File: src/rtl/generador_trama.sv
// Serial frame generator: header codeword, buffered 5-bit payload words,
// filler headers while idle, and a loss-of-sync codeword on request.
module generador_trama #(
    parameter logic [4:0] SECUENCIA    = 5'b10100,
    parameter logic [4:0] SEC_REINICIO = 5'b00000
) (
    input  logic       clk,
    input  logic       rst,
    input  logic [4:0] dato_in,
    input  logic       dato_valido,
    input  logic       fin,
    output logic       listo,
    output logic       s_out,
    output logic       sincronizado,
    output logic       error
);

    typedef enum logic [1:0] {
        INACTIVO,
        SYNC,
        DATOS,
        REINICIO
    } estado_t;

    estado_t    estado, estado_sig;
    logic [2:0] idx, idx_sig, idx_m1;
    logic [4:0] shreg, shreg_sig;
    logic [4:0] buffer, buffer_sig;
    logic       buf_lleno, buf_lleno_sig;
    logic       fin_pend, fin_pend_sig;
    logic       s_out_sig, error_sig;
    logic       acepta, rechazo;
    logic       cargar;
    logic [4:0] carga;

    assign listo        = !buf_lleno && (estado != REINICIO);
    assign sincronizado = (estado != INACTIVO);
    assign acepta  = dato_valido && listo && (dato_in != SEC_REINICIO);
    assign rechazo = dato_valido && listo && (dato_in == SEC_REINICIO);
    assign idx_m1  = idx - 3'd1;

    always_ff @(posedge clk or posedge rst) begin
        if (rst) begin
            estado    <= INACTIVO;
            idx       <= 3'd4;
            shreg     <= '0;
            buffer    <= '0;
            buf_lleno <= 1'b0;
            fin_pend  <= 1'b0;
            s_out     <= 1'b0;
            error     <= 1'b0;
        end else begin
            estado    <= estado_sig;
            idx       <= idx_sig;
            shreg     <= shreg_sig;
            buffer    <= buffer_sig;
            buf_lleno <= buf_lleno_sig;
            fin_pend  <= fin_pend_sig;
            s_out     <= s_out_sig;
            error     <= error_sig;
        end
    end

    always_comb begin
        estado_sig    = estado;
        idx_sig       = idx;
        shreg_sig     = shreg;
        buffer_sig    = buffer;
        buf_lleno_sig = buf_lleno;
        fin_pend_sig  = fin_pend;
        s_out_sig     = s_out;
        error_sig     = rechazo;
        cargar        = 1'b0;
        carga         = SECUENCIA;

        if (acepta) begin
            buffer_sig    = dato_in;
            buf_lleno_sig = 1'b1;
        end
        if (fin && (estado == SYNC || estado == DATOS))
            fin_pend_sig = 1'b1;

        unique case (estado)
            INACTIVO: begin
                s_out_sig = 1'b0;
                idx_sig   = 3'd4;
                if (acepta) begin
                    estado_sig = SYNC;
                    cargar     = 1'b1;
                end
            end
            SYNC, DATOS: begin
                if (idx != 3'd0) begin
                    idx_sig   = idx_m1;
                    s_out_sig = shreg[idx_m1];
                // A word arriving on the last bit edge bypasses the buffer
                end else if (buf_lleno || acepta) begin
                    estado_sig    = DATOS;
                    cargar        = 1'b1;
                    carga         = buf_lleno ? buffer : dato_in;
                    buf_lleno_sig = 1'b0;
                end else if (fin_pend || fin) begin
                    estado_sig = REINICIO;
                    cargar     = 1'b1;
                    carga      = SEC_REINICIO;
                end else begin
                    estado_sig = SYNC;
                    cargar     = 1'b1;
                end
            end
            REINICIO: begin
                if (idx != 3'd0) begin
                    idx_sig   = idx_m1;
                    s_out_sig = shreg[idx_m1];
                end else begin
                    estado_sig   = INACTIVO;
                    s_out_sig    = 1'b0;
                    fin_pend_sig = 1'b0;
                    idx_sig      = 3'd4;
                end
            end
            default: estado_sig = INACTIVO;
        endcase

        if (cargar) begin
            shreg_sig = carga;
            s_out_sig = carga[4];
            idx_sig   = 3'd4;
        end
    end

endmodule

File: config.mk
export PLATFORM = sky130hd
export DESIGN_NAME = generador_trama
export DESIGN_NICKNAME = d
export VERILOG_FILES = /design/src/rtl/generador_trama.sv
export SDC_FILE = /design/constraint.sdc
export NUM_CORES = 1
export LEC_CHECK = 0
export CELL_PAD_IN_SITES_DETAIL_PLACEMENT = 1
export CELL_PAD_IN_SITES_GLOBAL_PLACEMENT = 2
export CORE_MARGIN = 1
export CORE_UTILIZATION = 35
export DETAILED_ROUTE_END_ITERATION = 6
export PLACE_DENSITY_LB_ADDON = 0.1
export SLEW_MARGIN = 20
export SYNTH_ARGS = -nofsm -noshare
export SYNTH_HDL_FRONTEND = slang
export SYNTH_SLANG_ARGS = --single-unit
File: constraint.sdc
create_clock -name clk -period 2 [get_ports clk]
set_clock_uncertainty 0.05 [all_clocks]
set_input_delay 0.4 -clock clk [delete_from_list [all_inputs] [get_ports clk]]
set_output_delay 0.4 -clock clk [all_outputs]
set_load 0.03 [all_outputs]
---- Word-level counts from Yosys, hierarchy flattened ----
Cells that the tools add are included.
cells by class
  $lt $le $gt $ge ......................... 1
  bitwise gates (word level) .............. 0
  mux-type cells .......................... 31
  eq/ne operators ......................... 8
  $mul .................................... 0
  reduce and logical (&&, ||, !) cells .... 16
  shift operators ......................... 0
  div/mod/pow operators ................... 0
  $add $sub $neg .......................... 1
operator list
  operator                                                                      count
  5-bit 2-to-1 mux                                                              5
  1-bit 2-to-1 mux                                                              13
  2-bit 2-to-1 mux                                                              5
  3-bit 2-to-1 mux                                                              3
  3-bit one-hot mux with 3 select lines                                         1
  2-bit inequality test, second input constant                                  4
  2-bit one-hot mux with 3 select lines                                         1
  1-bit logical AND                                                             5
  5-bit zero test                                                               1
  5-bit nonzero test                                                            1
  2-bit equality test, second input constant                                    2
  3-bit by 4-bit less-than comparator with 1-bit output, second input constant  1
  1-bit binary-select mux with 3-bit select                                     1
  1-bit logical OR                                                              3
  3-bit inequality test, second input constant                                  1
  1-bit one-hot mux with 3 select lines                                         1
  3-bit AND reduction                                                           1
  3-bit nonzero test                                                            1
  3-bit by 1-bit subtractor with 3-bit output, second input constant            1
  2-bit by 1-bit equality test with 1-bit output, second input constant         1
  2-bit zero test                                                               1
  1-bit one-hot mux with 2 select lines                                         1
  2-bit nonzero test                                                            1
  2-bit OR reduction                                                            1
  1-bit zero test                                                               1
word-level totals
  RAM bits ................................ 0
  logic and storage cells ................. 65
  output and inout port bits .............. 4
  memories ................................ 0
  bits in latches ......................... 0
  register bits after elaboration ......... 19
  input port bits ......................... 9
  ROM bits ................................ 0

---- Logic depth before layout (Yosys ltp) ----
Gate-level depths: netlist (run 1).
  depth in word-level cells ............... 9
  mapped depth ............................ 6
  mapped depth without buffers ............ 6

---- Worst setup path after synthesis (run 1) ----
Ideal clock, no wire load.
  path type ............................... register -> register
  start point ............................. reg idx[0]
  end point ............................... reg s_out
  arrival ................................. 1.679 ns
  cell stages (with the launch flop) ...... 7
  required time ........................... 1.863 ns
  path buffers ............................ 0
  setup time .............................. 0.087 ns
  clock period less this slack ............ 1.816 ns
  setup slack ............................. 0.184 ns
  path through ............................ dfrtp_1 -> inv_1 -> ha_1 -> mux4_2 -> nor2_1 -> a2111o_1 -> a211oi_2
on the way
  cells in the longest elaborated chain, start to end .. 6
  elaborated cells on any way between the ends .. 13
  those cells by class .................... 1 x add/sub; 1 x eq/ne; 10 x mux; 1 x reduce/logical
RTL lines
  what                                         line     source
  start, declared                              26       logic [2:0] idx, idx_sig, idx_m1;
  start signal, assigned                       54       idx <= idx_sig;
  3-bit by 1-bit subtractor with 3-bit output  40       assign idx_m1 = idx - 3'd1;
  1-bit binary-select mux with 3-bit select    95, 114
  1-bit 2-to-1 mux (not written as such)       95, 114
  1-bit 2-to-1 mux, on equally long branches   112, 93
  1-bit one-hot mux with 3 select lines        83       unique case (estado)
  1-bit 2-to-1 mux                             125      if (cargar) begin
  end signal, assigned                         59       s_out <= s_out_sig;
  end, declared                                13       output logic s_out,
Several ways; a longest one is shown, not always the timed one. The select of a mux whose other input is x is not followed.
A chain may end at the register's enable or synchronous reset.

---- Final worst setup path (run 1) ----
  start point ............................. reg estado[0]
  end point ............................... reg estado[0]
on the way
  cells in the longest elaborated chain, start to end .. 8
  elaborated cells on any way between the ends .. 17
  those cells by class .................... 7 x eq/ne; 3 x mux; 7 x reduce/logical
RTL lines
  what                                   line  source
  start, declared                        25    estado_t estado, estado_sig;
  start signal, assigned                 53    estado <= estado_sig;
  2-bit inequality test                  36    assign listo = !buf_lleno && (estado != REINICIO);
  1-bit logical AND                      36
  1-bit logical AND (2 in a row)         38    assign acepta = dato_valido && listo && (dato_in != SEC_REINICIO);
  1-bit logical OR                       97    end else if (buf_lleno || acepta) begin
  2-bit 2-to-1 mux                       97
  2-bit 2-to-1 mux                       93    if (idx != 3'd0) begin
  2-bit one-hot mux with 3 select lines  83
Several ways; a longest one is shown, not always the timed one. The select of a mux whose other input is x is not followed.

==> results of run 1 <==
[stage by stage]
| step | worst slack, ns | cell area, sq um | instances | hold slack (ns) | setup TNS [ns] |
|---|---|---|---|---|---|
| finish | 0.0625 | 1440 | 182 | 0.329 | 0 |
| global placement | -0.0310 | 1410 | 178 | 0.410 | -0.0570 |
| CTS | 0.00689 | 1430 | 182 | 0.338 | 0 |
| detailed placement | -0.101 | 1410 | 178 | 0.431 | -0.284 |
| global route | 0.00642 | 1440 | 182 | 0.371 | 0 |
| floorplan | 0.184 | 1160 | 111 | 0.300 | 0 |
[sequential cells by signal, summed over array words and instances, names as in the netlist]
register   cells
fin_pend       1
buffer         5
s_out          1
buf_lleno      1
error          1
idx            3
estado         2
shreg          5
[cells by family after synthesis]
logic type | after synthesis | synth area share (%)
and+or+nand+nor | 37 | 19.3
AOI/OAI and AO/OA | 31 | 22.2
DFF | 19 | 41.1
buffers and inverters | 15 | 7.02
adders and majority gates | 5 | 5.40
muxes | 3 | 4.10
xor gates and xnor gates | 1 | 0.756
[cell usage after synthesis, drive strengths merged, types with 3 or more instances]
cell type  count  share of area (%)
a21oi          6                3.2
a22oi          4                2.6
buf            5                3.8
dfrtp         18                 39
ha             5                5.4
inv           10                3.2
nand2         12                3.9
nand2b         3                1.6
nand3          3                1.3
nor2           9                2.9
o21ai          3                2.3
o22ai          3                1.6
[worst max-delay path by stage]
stage | end | cells past startpoint | from | slack (ns)
4_1_cts | sincronizado | 4 | estado[0]$_DFFE_PP0P_ | 0.007
3_5_place_dp | idx[1]$_DFFE_PP0P_ | 5 | dato_in[1] | -0.10
5_1_grt | estado[0]$_DFFE_PP0P_ | 6 | estado[0]$_DFFE_PP0P_ | 0.006
6_report | estado[0]$_DFFE_PP0P_ | 6 | estado[0]$_DFFE_PP0P_ | 0.06
2_1_floorplan | s_out$_DFFE_PP0P_ | 6 | idx[0]$_DFFE_PP0P_ | 0.18
3_3_place_gp | idx[0]$_DFFE_PP0P_ | 5 | dato_in[1] | -0.03
[metal layers]
metal  vias up  GRT usage [%]  share of wire, %
met4         0           5.98               1.4
met2         9           32.9                51
met3         4           2.18               1.8
met1       459           25.1                46
li1        449              -                 -
met5         -              0                 0
[repair_timing]
| action | CTS | global route |
|---|---|---|
| pin swaps | 0 | 0 |
| gates resized for setup | 1 | 2 |
| endpoints found under the setup margin | 1 | 2 |
[final cells by class]
class / count / area (sq um)
Fill cell: 377 / 1670
Multi-Input combinational cell: 77 / 603
Sequential cell: 19 / 477
Timing Repair Buffer: 28 / 238
Tap cell: 44 / 55.1
Inverter: 10 / 37.5
Clock buffer: 3 / 22.5
Clock inverter: 1 / 5.00
[report_power, final]
part / internal (W) / switching, W
Combinational: 0.000736 / 0.000802
Sequential: 0.000568 / 0.000116
Clock: 0.0000743 / 0.000126
==> impl_results.md, run 1 <==
* Status: finished clean
* Max-slew violation count at 0
* CTS H-tree lvls at 1
* Pwr dens at 1690 nW/um^2
* Vias at roughly 900
* Largest net degree at the start of global routing at 12
* Crit path buf inv count at 1
* Crit-path max FO at 5
* Final hold violations at 0
* Core Region at between 3000 and 4000 sq um
* CTS buffer count at 3
* Clock Tree Buf Depth at 2
* Clock latency at the later pin of the worst-skew pair at between 0.2 and 0.3 ns
* Register area share after synthesis at between 40% and 50%
* Overflow after GRT at 0
* Worst r2r src: estado[0]$_DFFE_PP0P_
* Final HPWL DP at approximately 2300 um
* Total power at 0.00242 W
* Library cells used by synthesis at 44
* EDFF count, synth at 0
* Port Buf Inserts at 12
* Wirelength per Cell at approximately 16 um
* Worst slew pin tran at around 0.42 ns
* GPL Wtd Cong at 0.778
* WP data arrival at about 2.1 ns
* Ys async rst share at 100%
* Max-Slew Margin vs Limit at 71.9%
* Min Clock Period, post-route at between 1.5 and 2 ns
* FF-to-FF path depth at 6
* WP data required at 2.19 ns
* All-Layer GR Usage at about a fifth
* Number of max-cap violations at 0
* Share of cells above drive strength 1 at about 25%
* Clock Tree Root: clkbuf_4
* Unrepaired setup endpoints after global routing: false
* Most common cell after layout, fill and taps aside: dfrtp_1
* Die area at between 3000 and 4000 sq um
* CTS sink count at 19
* Die span in y at roughly 60 um
* Iteration-0 DRC Markers at 25
* Synth Warn # at 0
* IO Count at 13
* Maximum clock rate at approximately 0.52 GHz
* Mapped cell area at about 1200 sq um
* Most used DFF post-synth: dfrtp_1
* CP endpoint kind: flip-flop
* Final Setup Violations at 0
* Hold buffers post-CTS at 0
* DRT Wirelength at around 2800 um
* Startpoint Class: flip-flop
* Number of remaining DRC errors at 0
* R2r setup slk at about 0.062 ns
* P&R area growth vs syn at 24.1%
* Syn Nets at around 130
* Worst IR drop on VDD at about 0.00062 V
* CTS tree: yes
* Inserted Diodes at 0
* Crit path kind: reg -> reg
* Syn_area_per_cell at roughly 10 sq um
* Clock slew at reported path FFs at ~0.12 ns
* Crit path cell chain: inv_1, ha_2, nand2_1, or2_1, o32ai_1, a22o_1
* Final net count at 153
* First-pass GRT wire length at between 4000 and 5000 um
* Initial antenna violation count at 0
* Die width at just under 60 um
* ANT nets after route at 0
* Vias per cell at 5.06
* Leakage at about 0.64 nW
* Reg-to-Reg End: estado[0]$_DFFE_PP0P_
* Number of synthesized register bits at 19
* Number of post-CTS setup repair buffers at 0
* Drt first pass iters at 4
* Post-Synthesis Cells at between 100 and 150
* Most frequent cells in the layout: dfrtp_1, buf_4, nand2_1
* Hold WC Path Type: in -> async
* Slowest stage delay, CP at between 0.4 and 0.5 ns
* CP delay by family, top: compound AO/OA/AOI/OAI gates
* Vias in the first global route at just over 1000
* Slowest cell on the critical path: dfrtp_1
* Cell Rows at 20
* Initial Util at ~37%
* Final core occ at a little under half
* Final period utilization at between 90 and 100%
Power figures use the tool's default switching activity.
==> run 2: changes to the inputs <==
- GPL_TIMING_DRIVEN: unset -> 0
==> run 2 against run 1 <==
Net effect:
- first-iteration DRC count rose by 40%
- sequential power shrank 4.2%
- combinational power is essentially flat
- largest cell class unchanged
- highest routed layer unchanged
- sequential cell count unchanged
- via count fell by 2.6%
==> impl_results.md, run 2 (synthesis results as in run 1) <==
* WP data required at 2.15 ns (-0.04 ns)
* Max-Slew Margin vs Limit at 49.4% (-22 points)
* Iteration-0 DRC Markers at 35 (+40%)
* Final Setup Violations at 0 (unchanged)
* DRT Wirelength at 2690 um (-4.8%)
* Inserted Diodes at 0 (unchanged)
* Max-slew violation count at 0 (unchanged)
* Port Buf Inserts at 12 (unchanged)
* Maximum clock rate at 0.530 GHz (+2.7%)
* Largest net degree at the start of global routing at 20 (+8)
* CTS tree: yes
* Crit path kind: reg -> reg
* Setup TNS at 0 ns (unchanged)
* Final period utilization at 94.3% (-2.6 points)
* Most common cell after layout, fill and taps aside: dfrtp_1
* Number of max-cap violations at 0 (unchanged)
* Vias at 897 (-2.6%)
* IO Count at 13 (unchanged)
* All-Layer GR Usage at 18.2% (-0.98 points)
* Die area at 3540 sq um (unchanged)
* CTS buffer count at 3 (unchanged)
* Filler cells at 374 (-0.80%)
* Hold buffers post-CTS at 0 (unchanged)
* Clock Tree Buf Depth at 2 (unchanged)
* Pwr dens at 1740 nW/um^2 (+3.2%)
* Overflow after GRT at 0 (unchanged)
* Startpoint Class: flip-flop
* P&R area growth vs syn at 19.7%
* Vias per cell at 5.22 (+3.1%)
* Vias in the first global route at 956 (-6.4%)
* WP data arrival at 2.04 ns (-0.09 ns)
* Final core occ at 44.7% (-1.7 points)
* Die span in y at 59.5 um (unchanged)
* Die width at 59.5 um (unchanged)
* CTS sink count at 19 (unchanged)
* ANT nets after route at 0 (unchanged)
* CTS H-tree lvls at 1 (unchanged)
* Clock slew at reported path FFs at 0.11 ns (about the same)
* Clock latency at the later pin of the worst-skew pair at 0.30 ns (about the same)
* Crit-path max FO at 10 (+5)
* First-pass GRT wire length at 4650 um (-6.0%)
* Share of cells above drive strength 1 at 18.8% (-5.9 points)
* GPL Wtd Cong at 0.777 (-0.18%)
* Initial antenna violation count at 0 (unchanged)
* Final hold violations at 0 (unchanged)
* Status: finished clean
* Number of remaining DRC errors at 0 (unchanged)
* Initial Util at 37.3% (unchanged)
* Worst IR drop on VDD at 0.000810 V (+31%)
* Final net count at 143 (-6.5%)
* Drt first pass iters at 4 (unchanged)
* Final HPWL DP at 2030 um (-11%)
* Wirelength per Cell at 15.6 um (+0.69%)
* Leakage at 0.592 nW (-7.5%)
* Clock Tree Root: clkbuf_4
* CP endpoint kind: flip-flop
* Min Clock Period, post-route at 1.89 ns (-0.0512 ns)
* Cell Rows at 20 (unchanged)
* Core Region at 3100 sq um (unchanged)
* Unrepaired setup endpoints after global routing: false
* Top flop regs: buffer: 5 flops, shreg: 5 flops, idx: 3 flops
* Worst slew pin tran at 0.758 ns (+0.337 ns)
* Most frequent cells in the layout: dfrtp_1, nand2_1, inv_1, clkdlybuf4s50_1, nor2_1
* Hold WC Path Type: reg -> reg
-- run 2: cell types whose count changed in the layout (fill, tap and decap cells not counted), sizes merged --
| cell | previous run | this run |
|---|---|---|
| dlygate4sd2 | 0 | 1 |
| clkbuf | 3 | 4 |
| clkinv | 1 | 0 |
| clkdlybuf4s15 | 1 | 0 |
| buf | 17 | 7 |
-- run 2: critical path, stage by stage (launching register included) --
cell and delay (ns):
dfrtp_1 0.42, ha_1 0.26, buf_6 0.16, nand4bb_4 0.28
a221o_1 0.32, a21oi_2 0.15, o21ba_1 0.17
-- run 2: through the flow --
step	setup slack, ns	std cells	hold slack (ns)	power (W)	instance area (sq um)
2_1_floorplan	0.184	111	0.300	0.00179	1160
3_3_place_gp	-0.0845	167	0.409	0.00210	1330
3_5_place_dp	-0.125	167	0.413	0.00215	1330
4_1_cts	0.00414	172	0.441	0.00237	1370
5_1_grt	0.0207	172	0.478	0.00262	1390
6_report	0.114	172	0.433	0.00241	1390
-- run 2: layer usage --
layer / GRT usage [%] / routed length [um]
met3: 2.18 / 82
met2: 29.2 / 1250
met1: 24.5 / 1300
met5: 0 / 0
met4: 7.97 / 53
-- run 2: path summary, 6_finish.rpt --
kind / from / end / slack, ns / cells after the start
setup / recovery: estado[0]$_DFFE_PP0P_ / shreg[4]$_DFFE_PP0P_ / 0.11 / 6
hold / removal: buffer[2]$_DFFE_PP0P_ / buffer[2]$_DFFE_PP0P_ / 0.43 / 2
setup reg to reg: estado[0]$_DFFE_PP0P_ / shreg[4]$_DFFE_PP0P_ / 0.11 / 6
hold reg to reg: buffer[2]$_DFFE_PP0P_ / buffer[2]$_DFFE_PP0P_ / 0.43 / 2
max in group asynchronous: rst / shreg[3]$_DFFE_PP0P_ / 0.95 / 2
min in group asynchronous: rst / shreg[1]$_DFFE_PP0P_ / 0.48 / 2
-- run 2: area by class of cell --
class                           count  area, sq um  share of cell area (%)
Tap cell                           44         55.1                    3.97
Inverter                           10         37.5                    2.71
Clock buffer                        4         26.3                    1.90
Multi-Input combinational cell     77          626                    45.1
Timing Repair Buffer               13          121                    8.75
Sequential cell                    19          477                    34.4
Buffer                              5         43.8                    3.16
-- run 2: power breakdown --
part / internal, W / switching, W / total [W]
Sequential: 0.000567 / 0.0000885 / 0.000655
Clock: 0.0000778 / 0.000122 / 0.000199
Combinational: 0.000727 / 0.000828 / 0.00156
Total: 0.00137 / 0.00104 / 0.00241
-- run 2: repair_timing --
| action | CTS | global route |
|---|---|---|
| endpoints found under the hold margin | 0 | 0 |
| gates resized for setup | 4 | 5 |
| endpoints found under the setup margin | 3 | 5 |
| pin swaps | 0 | 0 |
| setup buffers | 1 | 0 |
==> run 3: changes to the inputs <==
- CAP_MARGIN: unset -> 25
- CTS_BUF_LIST: unset -> sky130_fd_sc_hd__clkbuf_16
==> run 3 against run 2 <==
Net effect:
- register-to-register slack is essentially flat
- via count is the same
- critical path depth is the same
- global-route usage shrank 0.55 points
- total power grew 8.4%
- cell count is the same
- critical endpoint unchanged
==> impl_results.md, run 3 (synthesis results as in run 1) <==
* Area of the multi-input gates at 626 sq um (unchanged)
* WP data required at 2.08 ns (-0.07 ns)
* Drt first pass iters at 4 (unchanged)
* Port Buf Inserts at 12 (unchanged)
* CTS H-tree lvls at 1 (unchanged)
* Reg-to-Reg End: shreg[4]$_DFFE_PP0P_
* Crit-path max FO at 10 (unchanged)
* WHS Path Cells at 2 (unchanged)
* DRT Wirelength at 2650 um (-1.7%)
* Clock latency at the later pin of the worst-skew pair at 0.24 ns (-0.06 ns)
* Clock slew at reported path FFs at 0.05 ns (-0.06 ns)
* Worst slew pin tran at 0.757 ns (-0.000910 ns)
* Clock Tree Root: clkbuf_16
* Status: finished clean
* Sequential standard cell area at 477 sq um (unchanged)
* Worst IR drop on VDD at 0.000788 V (-2.8%)
* ANT nets after route at 0 (unchanged)
* Max-slew violation count at 0 (unchanged)
* Leakage at 0.619 nW (+4.6%)
* WP data arrival at 1.98 ns (-0.06 ns)
* Startpoint Class: flip-flop
* IO Count at 13 (unchanged)
* Crit path kind: reg -> reg
* Final net count at 143 (unchanged)
* Initial Util at 37.3% (unchanged)
* Final period utilization at 94.6% (+0.30 points)
* Unrepaired setup endpoints after global routing: false
* Iteration-0 DRC Markers at 23 (-34%)
* Final Setup Violations at 0 (unchanged)
* Most frequent cells in the layout: dfrtp_1, nand2_1, inv_1
* All-Layer GR Usage at 17.6% (-0.55 points)
* R2r setup slk at 0.11 ns (about the same)
* Wirelength per Cell at 15.4 um (-1.7%)
* Min Clock Period, post-route at 1.89 ns (+0.00606 ns)
* Cell Rows at 20 (unchanged)
* Final hold violations at 0 (unchanged)
* Hold WC Path Type: reg -> reg
* First-pass GRT wire length at 4580 um (-1.5%)
* Vias per cell at 5.22 (unchanged)
* Placed cell area at 1330 sq um (unchanged)
* Setup TNS at 0 ns (unchanged)
* Most common cell after layout, fill and taps aside: dfrtp_1
* FF-to-FF path depth at 6 (unchanged)
* CTS buffer count at 3 (unchanged)
* Vias at 897 (unchanged)
* Worst Hold End: buffer[2]$_DFFE_PP0P_
* Initial antenna violation count at 0 (unchanged)
* CP endpoint kind: flip-flop
* Core Region at 3100 sq um (unchanged)
* Die width at 59.5 um (unchanged)
* Number of remaining DRC errors at 0 (unchanged)
* Hold Startpoint: buffer[2]$_DFFE_PP0P_
* Filler cells at 368 (-1.6%)
* Worst r2r src: estado[0]$_DFFE_PP0P_
* CTS tree: yes
* Vias in the first global route at 932 (-2.5%)
* GPL Wtd Cong at 0.777 (unchanged)
* Share of cells above drive strength 1 at 18.8% (unchanged)
* Number of max-cap violations at 0 (unchanged)
* Clock Tree Buf Depth at 2 (unchanged)
* Final HPWL DP at 2030 um (unchanged)
* Max-Slew Margin vs Limit at 49.5% (+0.061 points)
* Pwr dens at 1820 nW/um^2 (+4.4%)
* Maximum clock rate at 0.528 GHz (-0.32%)
* Top flop regs: buffer: 5 flops, shreg: 5 flops, idx: 3 flops
* P&R area growth vs syn at 24.2%
* Die area at 3540 sq um (unchanged)
* CTS sink count at 19 (unchanged)
* Largest net degree at the start of global routing at 20 (unchanged)
* Inserted Diodes at 0 (unchanged)
* Overflow after GRT at 0 (unchanged)
* Die span in y at 59.5 um (unchanged)
* Design area at 1440 sq um (+3.8%)
## run 3: changes by cell type in the layout (fill, tap and decap cells not counted), sizes merged
cell  before  now
inv       10   11
buf        7    6
## run 3: worst max-delay path by stage
stage          slack (ns)                    to  depth (start not counted)             startpoint
6_report             0.11  shreg[4]$_DFFE_PP0P_                          6  estado[0]$_DFFE_PP0P_
5_1_grt              0.01    idx[1]$_DFFE_PP0P_                          5             dato_in[1]
4_1_cts             0.001                 listo                          4  estado[0]$_DFFE_PP0P_
3_5_place_dp        -0.12    idx[1]$_DFFE_PP0P_                          5             dato_in[1]
3_3_place_gp        -0.08  shreg[3]$_DFFE_PP0P_                          5            dato_valido
2_1_floorplan        0.18     s_out$_DFFE_PP0P_                          6     idx[0]$_DFFE_PP0P_
## run 3: critical path: stages, from the launching register on
cell	delay, ns
dfrtp_1	0.40
ha_1	0.26
buf_6	0.16
nand4bb_4	0.28
a221o_1	0.32
a21oi_2	0.15
o21ba_1	0.17
## run 3: area by class of cell
class                   instances  area share [%]
clock inverters                 1           0.261
well taps                      44            3.83
plain buffers                   5            3.04
multi-input cells              77            43.5
repair buffers                 13            8.43
inverters                      10            2.61
flip-flops and latches         19            33.1
clock buffers                   3            5.22
## run 3: what timing repair did
action | in CTS | in global routing
buffers inserted | 1 | 0
resized for setup | 2 | 5
endpoints found under the setup margin | 3 | 4
hold buffers | 0 | 0
endpoints found under the hold margin | 0 | 0
## run 3: layer usage
metal  GRT usage [%]  wire length [um]  vias up
met2            28.9              1250       11
met3            1.53                71        2
met5               0                 0        -
met4            5.98                24        0
met1            24.4              1300      452
li1                -                 -      432
## run 3: through the flow
stage | power (W) | worst slack [ns] | hold slack, ns | instances | utilization (%)
2_1_floorplan | 0.00179 | 0.184 | 0.300 | 111 | -
3_3_place_gp | 0.00210 | -0.0845 | 0.409 | 167 | 43.0
3_5_place_dp | 0.00215 | -0.125 | 0.413 | 167 | 43.0
4_1_cts | 0.00256 | 0.00141 | 0.427 | 172 | 45.7
5_1_grt | 0.00283 | 0.0150 | 0.463 | 172 | 46.4
6_report | 0.00261 | 0.108 | 0.423 | 172 | 46.4
## run 3: report_power, final
| part | total (W) | switching [W] | internal (W) |
|---|---|---|---|
| Clock | 0.000399 | 0.000134 | 0.000265 |
| Combinational | 0.00156 | 0.000829 | 0.000727 |
| Sequential | 0.000657 | 0.0000880 | 0.000569 |
| Total | 0.00261 | 0.00105 | 0.00156 |
==> edit: new RTL, config.mk and constraints of run 3 <==
The 4 values of `estado_t` get a one-hot encoding in 4 bits.
--- a/src/rtl/generador_trama.sv
+++ b/src/rtl/generador_trama.sv
@@ -17,7 +17,7 @@
 
-    typedef enum logic [1:0] {
-        INACTIVO,
-        SYNC,
-        DATOS,
-        REINICIO
+    typedef enum logic [3:0] {
+        INACTIVO = 4'b0001,
+        SYNC     = 4'b0010,
+        DATOS    = 4'b0100,
+        REINICIO = 4'b1000
     } estado_t;
Function: no difference found for any inputs over 10 cycles, from zero or initial values and one cycle with rst high; not proved beyond that.
==> edit against run 3 <==
The flow now finishes with violations (setup timing). Cell area rose by 8.0%. Fmax fell by 9.8%. Non-clock buffer count up 12. Area after synthesis rose by 1.7%. Via count increased by 6.8%. Routed wire length rose by 9.8%. Worst hold slack improved by 0.017 ns. Sequential cell count is 2 higher. Setup slack got worse by 0.21 ns. Power shrank 21%. Critical endpoint is now s_out$_DFFE_PP0P_.
==> edit: results (changes against run 3) <==
| Quantity | Value | Unit | Change |
|:---|:---|:---|:---|
| Met1 layer usage reported by global route | 24.5 | % | +0.14 points |
| Final worst slack | -0.0985 | ns | -0.206 ns |
| Post-detailed-placement half-perimeter wirelength | 2000 | um | -1.5% |
| Slew headroom | 45.2 | % | -4.2 points |
| Share of the yosys chip area belonging to registers | 44.8 | % | +3.7 points |
| Leading cell types by total area after synthesis | sky130_fd_sc_hd__dfrtp_1 (40%), sky130_fd_sc_hd__dfstp_2 (4.5%), sky130_fd_sc_hd__mux2_2 (3.8%), sky130_fd_sc_hd__a21oi_1 (3.4%), sky130_fd_sc_hd__buf_6 (2.9%) | - |  |
| Wire length of the first global-routing pass | 4780 | um | +4.4% |
| Final Setup Violations | 2 | - | +2 |
| Highest net fanout along the worst path | 8 | - | -2 |
| Hold depth | 1 | - | -1 |
| Relative contribution of sequential cells to total power | 32.7 | % | +7.5 points |
| Pin count of the biggest net entering global routing | 22 | - | +10% |
| Violations in the final reports | setup timing | - |  |
| Overall power consumption | 2.07 | mW | -21% |
| Adder-cell area share of the yosys netlist | 2.12 | % | -3.3 points |
| Via count of the first global-routing pass | 948 | - | +1.7% |
| Compound-gate portion of the synthesized area | 22.5 | % | +0.26 points |
| Count of non-filler cells in the finished layout | 183 | - | +6.4% |
| Syn_nets | 122 | - | -2.4% |
| Run status | finished with violations | - |  |
| Worst slack, placed | -0.462 | ns | -0.337 ns |
| Netlist cell types | 40 | - | -9.1% |
| Number of DRC markers after the initial detailed-route iteration | 40 | - | +74% |
| Leakage dissipation | 0.652 | nW | +5.4% |
| Launch instance of the worst min-delay path | shreg[4]$_DFFE_PP0P_ | - |  |
| Share of the synthesized netlist area taken by xor and xnor gates | 2.97 | % | +2.2 points |
| Met2 wire len | 1460 | um | +17% |
| Overall global routing resource usage | 18.9 | % | +1.3 points |
| Hold slack | 0.440 | ns | +0.0173 ns |
| Global placer's final weighted congestion | 0.698 | - | -10% |
| Worst voltage drop across the vdd grid | 567 | uV | -28% |
| Total cell area at the placement stage | 0.00135 | mm2 | +1.5% |
| Final #Nets | 151 | - | +5.6% |
| Multiplexer fraction of the synthesized cell area | 5.73 | % | +1.6 points |
| Post-route cell area | 0.00155 | mm2 | +8.0% |
| Commonest cells post-synth | sky130_fd_sc_hd__dfrtp_1 (19), sky130_fd_sc_hd__a21oi_1 (8), sky130_fd_sc_hd__nand2_1 (8), sky130_fd_sc_hd__nor2_1 (8), sky130_fd_sc_hd__o21ai_0 (6) | - |  |
| Number of instances resized during post-cts repair | 13 | - | +11 |
| Launch point of the critical path | estado[2]$_DFFE_PP0P_ | - |  |
| Endpoint of the worst hold path | shreg[4]$_DFFE_PP0P_ | - |  |
| Switching portion of total power | 37.1 | % | -3.2 points |
==> edit: cell count changes after synthesis, moves of 3 or more <==
cell	delta
sky130_fd_sc_hd__inv_1	-5
sky130_fd_sc_hd__o21ai_0	+5
sky130_fd_sc_hd__a21oi_1	+4
sky130_fd_sc_hd__mux2_2	+4
sky130_fd_sc_hd__nand2_1	-4
sky130_fd_sc_hd__ha_1	-3
sky130_fd_sc_hd__nand2b_1	-3
sky130_fd_sc_hd__o2bb2ai_1	+3
==> edit: area by class of cell <==
class	count	area share, %
well taps	44	3.54
clock buffers	3	4.83
clock inverters	1	0.242
plain buffers	4	2.42
multi-input cells	79	38.5
flip-flops and latches	21	34.0
repair buffers	26	15.3
inverters	5	1.21
==> edit: kinds of logic (layout without fill, tap and decap cells) <==
group	Yosys count	after routing
mux	5	5
simple gates	31	31
compound gates	37	37
xor+xnor	4	4
fa+ha+maj	2	2
flops	21	21
buf+inv	11	39
